$ cat config.mk
export PLATFORM = sky130hd
export DESIGN_NAME = sender_frame_timer
export DESIGN_NICKNAME = d
export VERILOG_FILES = /design/src/rtl/sender_timer_pkg.sv /design/src/rtl/sender_ch_trig.sv /design/src/rtl/sender_frame_timer.sv
export SDC_FILE = /design/constraint.sdc
export NUM_CORES = 1
export LEC_CHECK = 0
export CORE_AREA = 4 4 117 119
export DETAILED_ROUTE_END_ITERATION = 8
export DIE_AREA = 0 0 121 123
export HOLD_SLACK_MARGIN = 0.06
export SLEW_MARGIN = 0
export SYNTH_ARGS = -nofsm -noshare
export SYNTH_HDL_FRONTEND = slang
export SYNTH_SLANG_ARGS = --single-unit
$ cat constraint.sdc
create_clock -name sysclk -period 9.3 [get_ports sysclk]
set_input_delay 0.93 -clock sysclk [delete_from_list [all_inputs] [get_ports sysclk]]
set_output_delay 0.93 -clock sysclk [all_outputs]
set_load 0.1 [all_outputs]
$ cat src/rtl/sender_timer_pkg.sv
// rtl/sender_timer_pkg.sv - sync mode encodings, default widths and clog2 for the sender frame timer
package sender_timer_pkg;

   typedef enum logic [1:0] {
      MODE_FREE     = 2'd0,
      MODE_HARD     = 2'd1,
      MODE_WIN      = 2'd2,
      MODE_FREE_ALT = 2'd3
   } sync_mode_e;

   localparam int DEF_CNT_W     = 11;
   localparam int DEF_NUM_SLOTS = 32;
   localparam int DEF_SLOT_W    = 5;
   localparam int DEF_NUM_CH    = 4;
   localparam int DEF_DEC_W     = 2;

   function automatic int clog2(input longint v);
      int     r;
      longint p;
      r = 0;
      p = 1;
      while (p < v) begin
         p = p << 1;
         r = r + 1;
      end
      return r;
   endfunction

endpackage

$ cat src/rtl/sender_ch_trig.sv
// rtl/sender_ch_trig.sv - one trigger channel: frame decimation counter and slot compare
// slot_tick/frame_tick/realign/slot_idx carry the values being registered in the top this edge.
module sender_ch_trig
   import sender_timer_pkg::*;
#(
   parameter int SLOT_W = DEF_SLOT_W,
   parameter int DEC_W  = DEF_DEC_W
)
(
   input  logic              sysclk,
   input  logic              rst,
   input  logic              slot_tick,
   input  logic              frame_tick,
   input  logic              realign,
   input  logic [SLOT_W-1:0] slot_idx,
   input  logic [SLOT_W-1:0] ch_slot,
   input  logic [DEC_W-1:0]  ch_dec,
   output logic              ch_trig
);

   logic [DEC_W-1:0] dec_cnt;
   logic [DEC_W-1:0] dec_nxt;

   // The whole new frame, slot 0 included, sees the advanced decimation count.
   always_comb begin
      dec_nxt = dec_cnt;
      if (realign)
         dec_nxt = '0;
      else if (frame_tick)
         dec_nxt = (dec_cnt >= ch_dec) ? '0 : dec_cnt + DEC_W'(1);
   end

   always_ff @(posedge sysclk) begin
      if (rst) begin
         dec_cnt <= '0;
         ch_trig <= 1'b0;
      end else begin
         dec_cnt <= dec_nxt;
         ch_trig <= slot_tick && (slot_idx == ch_slot) && (dec_nxt == '0);
      end
   end

endmodule

$ cat src/rtl/sender_frame_timer.sv
// rtl/sender_frame_timer.sv - slot/frame timing generator with external sync, channel triggers and 1 Hz outputs
module sender_frame_timer
   import sender_timer_pkg::*;
#(
   parameter int CNT_W     = DEF_CNT_W,
   parameter int NUM_SLOTS = DEF_NUM_SLOTS,
   parameter int SLOT_W    = DEF_SLOT_W,
   parameter int NUM_CH    = DEF_NUM_CH,
   parameter int DEC_W     = DEF_DEC_W,
   parameter int SYNC_WIN  = 8,
   parameter int SYNC_TO   = 4,
   parameter int SEC_DIV   = 125000000
)
(
   input  logic                     sysclk,
   input  logic                     rst,
   input  logic                     ex_sync,
   input  logic [1:0]               sync_mode,
   input  logic [CNT_W-1:0]         slot_div,
   input  logic [NUM_CH*SLOT_W-1:0] ch_slot,
   input  logic [NUM_CH*DEC_W-1:0]  ch_dec,
   output logic                     slot_tick,
   output logic                     frame_tick,
   output logic [SLOT_W-1:0]        slot_idx,
   output logic [NUM_CH-1:0]        ch_trig,
   output logic                     sync_locked,
   output logic                     sync_lost,
   output logic                     sec_p,
   output logic                     sec
);

   localparam int SEC_W  = (clog2(SEC_DIV) < 1) ? 1 : clog2(SEC_DIV);
   localparam int LOSS_W = clog2(SYNC_TO + 1);
   localparam int CW1    = CNT_W + 1;

   sync_mode_e       mode;
   logic             sync_a, sync_b, sync_c, egr;
   logic [CNT_W-1:0] slot_cnt, div_act, div_in, cnt_nxt;
   logic [SLOT_W-1:0] idx_nxt;
   logic             tick_nxt, frame_nxt, realign, in_win, sync_on;
   logic [LOSS_W-1:0] loss_cnt;
   logic [SEC_W-1:0] sec_cnt;

   assign mode    = sync_mode_e'(sync_mode);
   assign sync_on = (mode == MODE_HARD) || (mode == MODE_WIN);
   assign div_in  = (slot_div < CNT_W'(2)) ? CNT_W'(2) : slot_div;

   // Tolerated edge positions: early in slot 0 or late in the last slot.
   assign in_win = ((slot_idx == '0) && ({1'b0, slot_cnt} <= CW1'(SYNC_WIN)))
                || ((slot_idx == SLOT_W'(NUM_SLOTS - 1))
                    && (({1'b0, slot_cnt} + CW1'(SYNC_WIN + 1)) >= {1'b0, div_act}));

   assign realign = egr && ((mode == MODE_HARD) || ((mode == MODE_WIN) && !in_win));

   always_comb begin
      cnt_nxt   = slot_cnt + CNT_W'(1);
      idx_nxt   = slot_idx;
      tick_nxt  = 1'b0;
      frame_nxt = 1'b0;
      if (realign) begin
         cnt_nxt   = '0;
         idx_nxt   = '0;
         tick_nxt  = 1'b1;
         frame_nxt = 1'b1;
      end else if (slot_cnt >= div_act - CNT_W'(1)) begin
         cnt_nxt  = '0;
         tick_nxt = 1'b1;
         if (slot_idx >= SLOT_W'(NUM_SLOTS - 1)) begin
            idx_nxt   = '0;
            frame_nxt = 1'b1;
         end else begin
            idx_nxt = slot_idx + SLOT_W'(1);
         end
      end
   end

   always_ff @(posedge sysclk) begin
      if (rst) begin
         sync_a     <= 1'b0;
         sync_b     <= 1'b0;
         sync_c     <= 1'b0;
         egr        <= 1'b0;
         slot_cnt   <= '0;
         slot_idx   <= '0;
         slot_tick  <= 1'b0;
         frame_tick <= 1'b0;
         div_act    <= div_in;
      end else begin
         sync_a     <= ex_sync;
         sync_b     <= sync_a;
         sync_c     <= sync_b;
         egr        <= sync_b & ~sync_c;
         slot_cnt   <= cnt_nxt;
         slot_idx   <= idx_nxt;
         slot_tick  <= tick_nxt;
         frame_tick <= frame_nxt;
         if (frame_tick)
            div_act <= div_in;
      end
   end

   // A sync edge outranks the frame count it coincides with, including its own realign tick.
   always_ff @(posedge sysclk) begin
      if (rst || !sync_on) begin
         loss_cnt    <= '0;
         sync_locked <= 1'b0;
         sync_lost   <= 1'b0;
      end else if (egr) begin
         loss_cnt    <= '0;
         sync_lost   <= 1'b0;
         sync_locked <= (mode == MODE_HARD) || in_win;
      end else if (frame_nxt && (loss_cnt < LOSS_W'(SYNC_TO))) begin
         loss_cnt <= loss_cnt + LOSS_W'(1);
         if (loss_cnt == LOSS_W'(SYNC_TO - 1)) begin
            sync_lost   <= 1'b1;
            sync_locked <= 1'b0;
         end
      end
   end

   always_ff @(posedge sysclk) begin
      if (rst) begin
         sec_cnt <= '0;
         sec_p   <= 1'b0;
      end else begin
         sec_p   <= (sec_cnt == SEC_W'(SEC_DIV - 1));
         sec_cnt <= (sec_cnt == SEC_W'(SEC_DIV - 1)) ? '0 : sec_cnt + SEC_W'(1);
      end
   end

   assign sec = (sec_cnt >= SEC_W'(SEC_DIV / 2));

   for (genvar k = 0; k < NUM_CH; k++) begin : g_ch
      sender_ch_trig #(
         .SLOT_W (SLOT_W),
         .DEC_W  (DEC_W)
      ) u_ch (
         .sysclk     (sysclk),
         .rst        (rst),
         .slot_tick  (tick_nxt),
         .frame_tick (frame_nxt),
         .realign    (realign),
         .slot_idx   (idx_nxt),
         .ch_slot    (ch_slot[k*SLOT_W +: SLOT_W]),
         .ch_dec     (ch_dec[k*DEC_W +: DEC_W]),
         .ch_trig    (ch_trig[k])
      );
   end

endmodule

Yosys cells after proc, flatten, opt, wreduce, memory -nomap -nowiden

Index checks and enable logic that the tools add are counted.

Add/subtract/negate cells: 10
Magnitude comparators: 11
Eq/ne operators: 9
Mux-type cells: 26
Bitwise logic cells: 2
Reductions and logical operators: 33

Operators by type and width:

| cell                    | number |
|---|---|
| $mux W11                | 3 |
| $add A27 B1 Y27 const B | 1 |
| $eq A27 B27 Y1 const B  | 1 |
| $ge A27 B26 Y1 const B  | 1 |
| $mux W2                 | 12 |
| $eq A5 B5 Y1            | 4 |
| $mux W5                 | 3 |
| $logic_and A1 B1 Y1     | 13 |
| $add A11 B4 Y12 const B | 1 |
| $ge A12 B11 Y1          | 1 |
| $add A11 B1 Y11 const B | 1 |
| $ge A11 B11 Y1          | 1 |
| $le A11 B4 Y1 const B   | 1 |
| $lt A11 B2 Y1 const B   | 1 |
| $sub A11 B1 Y11 const B | 1 |
| $add A2 B1 Y2 const B   | 4 |
| $ge A2 B2 Y1            | 4 |
| $logic_not A2 Y1        | 4 |
| $mux W1                 | 8 |
| $reduce_bool A2 Y1      | 3 |
| $add A5 B1 Y5 const B   | 1 |
| $eq A5 B5 Y1 const B    | 1 |
| $ge A5 B5 Y1 const B    | 1 |
| $logic_not A5 Y1        | 1 |
| other kinds (12)        | 19 |

Flip-flop bits (word level): 78
Input bits: 44
Output and inout port bits: 15

Logic depth before layout (Yosys ltp)

Word-level depth: 13
Depth in mapped cells: 15
Depth with buffers taken out: 14

By module

From an unflattened synthesis, not the netlist that was laid out.

Cells, all modules: 550
Area, all modules: 4739.5 um^2

Modules (own cells, without submodules):

| module             | instances | cells each | area each (um^2) |
|---|---|---|---|
| sender_frame_timer | 1         | 434        | 3758.6 |
| sender_ch_trig     | 4         | 29         | 245.2 |

Worst setup path after synthesis

OpenSTA, ideal clock, no wires.

Path kind: register to register
Start point: reg div_act[2]
End point: reg g_ch[1].u_ch.ch_trig
Setup time: 88 ps
Data arrival time: 3104 ps
Required time: 9212 ps
Setup slack: 6108 ps
Cell stages (with the launch flop): 14
Path buffers: 0
Clock period less this slack: 3192 ps
Path through: edfxtp_1 > nor4_1 > nand2_1 > nor3_1 > xnor2_1 > ha_1 > a21oi_1 > o21a_1 > o31a_2 > nand2_1 > o21ai_0 > xnor2_1 > a32oi_1 > nor4_2

Word-level cells in the longest chain between the ends: 12
Elaborated cells between the ends (all ways): 21

RTL lines:

| element                                                                  | line                     | text |
|---|---|---|
| start: declaration                                                       | sender_frame_timer.sv:38 | `logic [CNT_W-1:0] slot_cnt, div_act, div_in, cnt_nxt;` |
| start signal: assignment                                                 | sender_frame_timer.sv:87 | `div_act <= div_in;` |
| start signal: assignment                                                 | sender_frame_timer.sv:98 | `div_act <= div_in;` |
| parallel branches: the longest is 11 deep, another holds $sub A11 B1 Y11 | n/a                      |  |
| $logic_and A1 B1 Y1 (*)                                                  | sender_ch_trig.sv:39     | `ch_trig <= slot_tick && (slot_idx == ch_slot) && (dec_nxt == '0);` |
| end signal: assignment                                                   | sender_ch_trig.sv:39     |  |
| end: declaration                                                         | sender_ch_trig.sv:18     | `output logic ch_trig` |

Every way passes the cells marked *.
A chain may end at the register's enable or synchronous reset.

Worst setup path after layout

Start point: reg div_act[2]
End point: reg g_ch[3].u_ch.ch_trig

Word-level cells in the longest chain between the ends: 12
Elaborated cells between the ends (all ways): 21

RTL lines:

| element                                                                  | line |
|---|---|
| parallel branches: the longest is 11 deep, another holds $sub A11 B1 Y11 | n/a |
| $logic_and A1 B1 Y1 (*)                                                  | sender_ch_trig.sv:39 |
| end signal: assignment                                                   | sender_ch_trig.sv:39 |
| end: declaration                                                         | sender_ch_trig.sv:18 |

Marks and branches as above.

==> flow_metrics.py <==
metrics = {
    "run_status": {
        "outcome": "finished, final reports clean",
    },
    "sta": {
        "period_share": 0.408,
        "relSlewSlack": 0.341,
        "setup_tns_ps": 0,
        "slew_viol_final": 0,
        "skew_ps": 9.41,
        "rsz0062_at_grt": "false",
        "worst_slew_pin_slew_ps": 985,
        "finalSetupViolCount": 0,
        "hold_violations": 0,
        "fmax_ghz": 0.263,
        "period_needed_ps": 3800,
    },
    "yosys": {
        "synth_compound_area_frac": 0.146,
        "syn_inst": 602,
        "synth_fa_ha_area_frac": 0.105,
        "synth_top_family_by_area": "simple AND/OR/NAND/NOR gates",
        "synth-edff-count": 11,
        "yosys_most_used_dff": "dfxtp_1",
        "syn_area_um2": 4980,
        "synthSimpleGateAreaFrac": 0.241,
        "synth_warnings": 0,
        "synthMuxAreaShare": 0.00402,
        "yosysSeqAreaShare": 0.335,
        "synth-seq-cells": 78,
        "async_reset_ff_frac": 0,
        "ys_types": 67,
        "syn_avg_cell_area_um2": 8.28,
        "synth-xor-area-share": 0.107,
        "syn_nets": 688,
    },
    "finish": {
        "post-route-util": 0.473,
        "drive_gt1_frac": 0.0560,
        "post-route-cell-area_um2": 5950,
        "num_antenna_cells": 0,
        "syn_to_final_growth_pct": 19.3,
        "nets": 725,
    },
    "clock_tree": {
        "ctsResizeCount": 0,
        "htreeDepth": 3,
        "cts_setup_buffers": 0,
        "path_clk_slew_ps": 60,
        "insertion_delay_ps": 340,
        "ctsLongestPathBuffers": 2,
        "cts_hold_buf": 0,
        "root_buffer": "clkbuf_16",
        "clock_sinks": 78,
        "numCtsBuffers": 9,
        "tritoncts": "done",
    },
    "floorplanning": {
        "ioPinCount": 59,
        "dieArea_um2": 14900,
        "start_util": 0.397,
        "die_x_um": 121,
        "core-area_um2": 12600,
        "die_h_um": 123,
        "rows": 41,
    },
    "route": {
        "drt_iter0_markers": 238,
        "drt_wl_total_um": 11600,
        "dr_total_vias": 4204,
        "wl_per_cell_um": 14.2,
        "viasPerCell": 5.16,
        "drt_pre_antenna_iters": 5,
        "ant_nets": 0,
        "drc": 0,
    },
    "critical_path": {
        "crit_arrival_ps": 4040,
        "path_cells": "nor4_1, nand2_1, nor3_1, xnor2_1, ha_1, a21oi_1, o21a_1, o31a_2, nand2_1, o21ai_0, xnor2_1, a32oi_1, nor4_1",
        "max_stage_delay_ps": 580,
        "critPathKind": "flip-flop to flip-flop",
        "reg2reg_slack_ps": 5500,
        "start_kind": "flip-flop",
        "required_ps": 9550,
        "end_kind": "flip-flop",
        "critPathMaxFanout": 8,
        "slowest_stage": "o21ai_0",
    },
    "global_routing": {
        "grt_util_met1": 0.209,
        "gr-max-usage-layer": "met2",
        "grt_pass1_vias": 4125,
        "met2_usage": 0.266,
        "gr-usage-all-layers": 0.161,
        "antenna_found_initial": 0,
        "grt_pass1_wl_um": 19400,
        "grt_overflow_total": 0,
        "use_met3": 0.0334,
        "grt_max_degree": 28,
    },
    "place": {
        "dp.final_hpwl_um": 8960,
        "gp_congestion": 0.878,
        "io_buffers": 58,
        "placed_cell_area_um2": 5630,
    },
    "power_and_ir_drop": {
        "power_uw": 795,
        "cellPowerDensity_nw_per_um2": 134,
        "peakVddDrop_uv": 69.3,
        "p_leak_nw": 2.24,
    },
    "flow_run": {
        "cap_violations": 0,
    },
    "min_path": {
        "hold_path.class": "flip-flop to flip-flop",
    },
}
[metal layers]
metal  wire, um  vias to the layer above
li1           -                     2146
met1       5420                     1937
met2       5380                      103
met3        616                       18
met4        191                        0
met5          0                        -
[layout make-up]
class | count | area (um^2)
inverters | 41 | 154
clock buffers | 11 | 264
repair buffers | 58 | 581
multi-input cells | 451 | 3010
well taps | 172 | 215
clock inverters | 4 | 52.6
flip-flops and latches | 78 | 1670
fillers | 1192 | 6620
[per-stage QoR]
stage                     hold WS (ps)  std cells  worst slack (ps)
final                              390        815              5500
after global routing               411        815              5220
after CTS                          392        815              5540
after detailed placement           384        800              5580
after global placement             373        800              5710
after floorplan                    367        602              6110
[synthesized netlist by cell type, types with 6 or more instances]
library cell   n  area share
edfxtp_1      11       0.066
ha_1          42        0.11
or3_1          8       0.010
nand2_1       38       0.029
a21o_1         6      0.0090
nor4_1         7      0.0088
xnor2_1       37       0.065
clkbuf_1      19       0.014
nor3_1        22       0.022
inv_1         41       0.031
xor2_1        24       0.042
a21oi_1       42       0.042
nand3_1       28       0.028
nor2b_1       11       0.014
dfxtp_1       67        0.27
o21ai_0       17       0.017
nand4_1        8       0.010
nand2b_1      11       0.014
nor2_1        77       0.058
[worst max-delay path: cells and delay by family, from the launching register on]
family,cells,cell delay (ps)
AO/OA/AOI/OAI,5,1210
XOR/XNOR,2,370
flip-flops,1,440
adder cells (fa/ha/maj),1,280
AND/OR/NAND/NOR,5,1390
[power breakdown]
group / switching [mW] / leakage (nW) / internal, mW
Combinational: 0.0340 / 1.44 / 0.0359
Sequential: 0.00551 / 0.649 / 0.348
Clock: 0.141 / 0.157 / 0.231
[path summary, 6_finish.rpt]
check                                start              endpoint  depth (start not counted)
worst max-delay path            div_act[2]  g_ch[3].u_ch.ch_trig                         13
worst min-delay path                sync_c                   egr                          1
worst max register to register  div_act[2]  g_ch[3].u_ch.ch_trig                         13
worst min register to register      sync_c                   egr                          1
[logic make-up (layout without fill, tap and decap cells)]
kind of cell	after synthesis	in the layout
AO/OA/AOI/OAI	107	107
multiplexers	2	2
adder cells (fa/ha/maj)	42	42
AND/OR/NAND/NOR	239	239
XOR/XNOR	61	61
flip-flops	78	78
buffers and inverters	73	114
[cell usage in the layout (no fill, tap or decap), types with 7 or more instances in the layout]
cell type        instances
clkbuf_16               10
nor3_1                  22
a21oi_1                 42
dfxtp_1                 67
xor2_1                  24
nand2_1                 38
o21ai_0                 17
or3_1                    8
nand3_1                 28
xnor2_1                 37
nor2b_1                 11
edfxtp_1                11
nor2_1                  77
ha_1                    42
nor4_1                   7
nand4_1                  8
nand2b_1                11
clkdlybuf4s50_1         58
inv_1                   41
[registers in the layout, indices dropped and copies added, names as in the netlist, 3 cells and up]
signal / cells
slot_cnt: 11
loss_cnt: 3
div_act: 11
sec_cnt: 27
slot_idx: 5
g_ch.u_ch.ch_trig: 4
g_ch.u_ch.dec_cnt: 8
Note: power is estimated with default switching activity, not from simulation.
